## src/rtl/posit_dot_seq.sv

```systemverilog
// Dot-product sequencer in front of a posit MAC: purges the quire, streams operand pairs
// as registered MAC enables, requests the result and holds it on a valid/ready port.
module posit_dot_seq #(
  parameter int unsigned N     = 8,
  parameter int unsigned LEN_W = 8
) (
  input  logic             CLK,
  input  logic             RESET,
  input  logic             start,
  input  logic [LEN_W-1:0] len,
  input  logic             in_valid,
  output logic             in_ready,
  input  logic [N-1:0]     in_a,
  input  logic [N-1:0]     in_b,
  output logic [N-1:0]     mac_in1,
  output logic [N-1:0]     mac_in2,
  output logic             mac_en,
  output logic             mac_purge,
  output logic             mac_req,
  input  logic [N-1:0]     mac_out,
  output logic             res_valid,
  input  logic             res_ready,
  output logic [N-1:0]     res_data,
  output logic             busy
);

  typedef enum logic [2:0] {StIdle, StClr, StAcc, StFlush, StReq, StDone} state_e;

  state_e           state_q;
  logic [LEN_W-1:0] cnt_q;
  logic             accept;

  assign accept = in_valid & in_ready;

  // All outputs are registered; each is set on entry to the state that owns it.
  always_ff @(posedge CLK or negedge RESET) begin
    if (!RESET) begin
      state_q   <= StIdle;
      cnt_q     <= '0;
      in_ready  <= 1'b0;
      mac_in1   <= '0;
      mac_in2   <= '0;
      mac_en    <= 1'b0;
      mac_purge <= 1'b0;
      mac_req   <= 1'b0;
      res_valid <= 1'b0;
      res_data  <= '0;
      busy      <= 1'b0;
    end else begin
      mac_purge <= 1'b0;
      mac_req   <= 1'b0;
      mac_en    <= accept;
      if (accept) begin
        mac_in1 <= in_a;
        mac_in2 <= in_b;
      end
      unique case (state_q)
        StIdle: begin
          if (start) begin
            cnt_q     <= len;
            state_q   <= StClr;
            mac_purge <= 1'b1;
            busy      <= 1'b1;
          end
        end
        StClr: begin
          if (cnt_q != '0) begin
            state_q  <= StAcc;
            in_ready <= 1'b1;
          end else begin
            state_q <= StReq;
            mac_req <= 1'b1;
          end
        end
        StAcc: begin
          if (accept) begin
            cnt_q <= cnt_q - LEN_W'(1);
            if (cnt_q == LEN_W'(1)) begin
              state_q  <= StFlush;
              in_ready <= 1'b0;
            end
          end
        end
        StFlush: begin
          // Last product is absorbed by the quire at the end of this cycle.
          state_q <= StReq;
          mac_req <= 1'b1;
        end
        StReq: begin
          res_data  <= mac_out;
          res_valid <= 1'b1;
          state_q   <= StDone;
        end
        StDone: begin
          if (res_ready) begin
            res_valid <= 1'b0;
            busy      <= 1'b0;
            state_q   <= StIdle;
          end
        end
        default: state_q <= StIdle;
      endcase
    end
  end

endmodule

```

## config.mk

```make
export PLATFORM = sky130hd
export DESIGN_NAME = posit_dot_seq
export DESIGN_NICKNAME = d
export VERILOG_FILES = /design/src/rtl/posit_dot_seq.sv
export SDC_FILE = /design/constraint.sdc
export NUM_CORES = 1
export LEC_CHECK = 0
export CAP_MARGIN = 10
export CORE_ASPECT_RATIO = 0.75
export CORE_UTILIZATION = 40
export CTS_CLUSTER_DIAMETER = 80
export DETAILED_ROUTE_END_ITERATION = 8
export PLACE_DENSITY = 0.78
export SLEW_MARGIN = 25
export SYNTH_ARGS = -nofsm -noshare
export SYNTH_HDL_FRONTEND = slang
export SYNTH_SLANG_ARGS = --single-unit
```

## constraint.sdc

```tcl
create_clock -name CLK -period 1.7 [get_ports CLK]
set_clock_uncertainty 0.1 [all_clocks]
set_input_delay 0.17 -clock CLK [delete_from_list [all_inputs] [get_ports CLK]]
set_output_delay 0.17 -clock CLK [all_outputs]
set_load 0.02 [all_outputs]
```

# Yosys cells after proc, flatten, opt, wreduce, memory -nomap -nowiden
# Index checks and enable logic that the tools add are counted.
# totals
ff_bits	41
out_inout_bits	30
# op_classes
n_addsub	1
eq_ne	11
n_mux	21
n_bitwise	1
reduce_logical	11
# op_table
cell	count
$pmux 3 s6	1
$mux 8	2
$pmux 8 s2	1
$mux 3	5
$ne 2x2->1 const B	5
$eq 8x1->1 const B	1
$mux 1	8
$pmux 1 s2	4
$reduce_and 4->1	2
$reduce_bool 2->1	4
$reduce_bool 8->1	1
$sub 8x1->8 const B	1
$eq 3x2->1 const B	2
$eq 3x3->1 const B	2
$reduce_and 3->1	2
$eq 3x1->1 const B	1
$logic_not 3->1	1
$reduce_and 2->1	1
$and 1x1->1	1

# Depth between registers and ports, before layout
# logic_depth
ltp_word	4
mapped_depth	6
ltp_nobuf	5

# Worst setup path after synthesis
# Ideal clock, no wire load.
# synth_path
path_type	register -> register
start	reg state_q[1]
end	reg cnt_q[4]
setup_ns	0.096
arrival_ns	1.421
slack_ns	0.084
path_stages_with_launch	7
path_buffers	2
period_less_slack_ns	1.616
path_cell_list	dfrtp_1 buf_6 or4b_4 buf_6 clkinv_8 a311oi_1 a311oi_2
# synth_via
elab_chain_cells	3
elab_cells_between_ends	7
classes_between	3 x eq/ne; 1 x mux; 3 x reduce/logical
# synth_rtl
item	line_no	text
start: declaration	29	state_e state_q;
start signal: assignment	38	state_q <= StIdle;
start signal: assignment	61	state_q <= StClr;
start signal: assignment	68	state_q <= StAcc;
$eq 3x2->1 or $logic_not 3->1 (tied branches)	57	unique case (state_q)
$ne 2x2->1 (no source line) or $reduce_bool 2->1 (tied branches)	-	
$reduce_and 3->1 (no source line)	-	
end signal: assignment	60	cnt_q <= len;
end signal: assignment	77	cnt_q <= cnt_q - LEN_W'(1);
end: declaration	30	logic [LEN_W-1:0] cnt_q;
# Parallel ways exist; a longest one is shown, timed or not.
# A chain may end at the register's enable or synchronous reset.

# Final worst setup path
# layout_path
start	reg state_q[1]
end	reg cnt_q[7]
# Same word-level chain as after synthesis.

==> out/metrics.csv <==
stage;metric;value;unit
route;drt drc;0;
global_route;gr usage total;18.9;%
global_route;gr busiest metal;met2;
power;Leak;1.20;nW
critical_path;startpoint types;register;
route;Vias/cell;5.20;
yosys;Synth top area share;53.9;%
yosys;Post-synth EDFFs;0;
clock_tree;# clock sinks;41;
clock_tree;clk buf depth;2;
layout;ant diodes;0;
route;ANT nets after route;0;
clock_tree;CTS root buf;clkbuf_8;
global_route;GR Layer Usage met3;6.57;%
route;DR vias;1554;
yosys;sequential share of the synthesized area;53.9;%
layout;design area;2920;um^2
timing;WHS;0.279;ns
yosys;Post-Syn Area;1900;um^2
critical_path;CP max FO;16;
timing;Final Hold Fails;0;
timing;Worst-Margin Slew;0.488;ns
layout;Final Util;64.5;%
timing;final period utilization;95.4;%
timing;crit path time final;1.62;ns
floorplanning;Die ar.;5040;um^2
flow_run;Max Cap Viol;0;
clock_tree;CTS tree;done;
placement;Placed Cells;290;
floorplanning;row cnt;21;
global_route;antenna violations before repair;0;
layout;share of layout cells above drive strength 1;27.3;%
placement;placed inst area;2770;um^2
layout;Area Overhead vs Synth;53.3;%
layout;Final Non-Filler Cells;299;
layout;nets@finish;280;
power;total power per unit cell area;1500;nW/um^2
clock_tree;CTS clk-pin slew, worst paths;0.07;ns
global_route;first-pass GRT wire length;6930;um
floorplanning;Initial Utilization;42.1;%
clock_tree;clk_lat worst skew;0.28;ns
yosys;post-synth top area cell;dfrtp_1;
yosys;Syn Inst Count;155;
global_route;largest net degree at the start of global routing;24;
timing;Fmax achieved;0.617;GHz
clock_tree;H-tree levels;2;
timing;Max-slew headroom;67.4;%
power;Worst VDD drop;843;uV
yosys;Syn. warnings;0;
floorplanning;CORE AREA;4520;um^2
placement;hpwl dp;3270;um
route;DRT iter0 DRCs;60;
yosys;Area contributors post-synth;dfrtp_1, mux2_2, nand2_1;
global_route;GRT met2 Usage;29.2;%
critical_path;arrival time at the worst endpoint;1.72;ns
global_route;grt total ovfl;0;
critical_path;Required @ worst endpoint;1.80;ns
global_route;met1 usage;25.5;%
timing;Slew Limit Fails;0;
floorplanning;I/O pin cnt;67;
critical_path;critical path capture point type;register;
placement;GP Congestion;0.809;
hold_path;type of the tightest min-delay check;primary input to async pin;
yosys;Unique masters post-synth;45;
yosys;top-count cell post-synth;dfrtp_1;
route;WL/cell;14.9;um
route;Initial DRT Pass Iterations;4;
floorplanning;Die H;61.7;um
clock_tree;cts bufs inserted;5;
yosys;Synth top cells by count;dfrtp_1, mux2_2, nand2_1, nor2_1, clkbuf_1;
global_route;vias in the first global route;1475;
critical_path;WS Path Type;register to register;
status;status;complete, no violations;
yosys;Synth Flop Type;dfrtp_1;
floorplanning;DIE WIDTH;81.6;um
yosys;synthesized area per cell;12.3;um^2
yosys;flops & latches, synth;41;
clock_tree;Post CTS Setup Buffer Count;0;
yosys;syn_nets;194;
timing;Final setup violation count;0;
placement;IO buf count;66;
yosys;Async SR Flop Fraction;100;%
route;Routed WL;4460;um
sequential cells by signal (all words and copies together), names as in the netlist:
name,cells
busy,1
mac_en,1
cnt_q,8
mac_in1,8
res_valid,1
mac_req,1
state_q,3
in_ready,1
res_data,8
mac_purge,1
mac_in2,8
kinds of logic after synthesis:
group,after synthesis,synth area share (%)
and+or+nand+nor,49,15.9
buffers and inverters,14,4.27
DFF,41,53.9
adders and majority gates,2,1.31
AOI/OAI and AO/OA,24,9.86
muxes,25,14.7
worst paths after layout:
kind	start	endpoint	slack (ns)	depth (start not counted)
worst max-delay path	state_q[1]	cnt_q[7]	0.08	4
worst min-delay path	RESET	mac_purge	0.28	2
worst max register to register	state_q[1]	cnt_q[7]	0.08	4
worst min register to register	res_valid	res_valid	0.38	1
max in group asynchronous	RESET	state_q[2]	0.72	3
min in group CLK	len[2]	cnt_q[2]	0.35	3
cell usage in the layout (no fill, tap or decap), drive strengths merged, types with 4 or more instances in the layout:
master,Yosys,final
nor2,9,9
mux2,24,24
nand4,4,4
inv,5,5
dfrtp,41,41
clkbuf,5,7
a211oi,4,4
a21oi,4,4
buf,3,21
nor3,5,5
clkdlybuf4s50,0,65
nor4,4,4
nand2,10,10
cell type report:
cell class / instances / area, um^2
timing repair buffer: 87 / 853
clock buffer: 7 / 86.3
fill: 357 / 1600
multi-input combinational: 100 / 813
clock inverter: 1 / 30.0
tap: 57 / 71.3
inverter: 6 / 35.0
sequential: 41 / 1030
metrics by stage:
step            TNS [ns]  power [W]  setup WS [ns]
6_report               0    0.00438         0.0783
5_1_grt        -0.000323    0.00465      -0.000323
4_1_cts                0    0.00437         0.0170
3_5_place_dp      -0.169    0.00355        -0.0511
3_3_place_gp     -0.0171    0.00350        -0.0171
2_1_floorplan          0    0.00265         0.0837
per-layer routing:
metal	vias to the layer above	wire length (um)	part of all wire [%]
li1	745	-	-
met4	0	27	0.61
met3	5	392	8.8
met5	-	0	0
met1	741	2010	45
met2	63	2020	45
where the power goes:
part / total, W / internal, W / switching (W)
Clock: 0.000796 / 0.000479 / 0.000318
Combinational: 0.00204 / 0.00107 / 0.000975
Sequential: 0.00154 / 0.00129 / 0.000250
Total: 0.00438 / 0.00283 / 0.00154
worst max-delay path, cell delays in order, from the launching register on:
cell      delay, ns
dfrtp_1        0.36
buf_4          0.21
and4b_1        0.42
nand4_1        0.18
a211oi_2       0.25
what timing repair did:
action / 4_1_cts / 5_1_grt
setup endpoints to repair: 0 / 5
gates resized for setup: 0 / 4
endpoints found under the hold margin: 18 / 0
hold buffers: 1 / 0
Power figures use the tool's default switching activity.
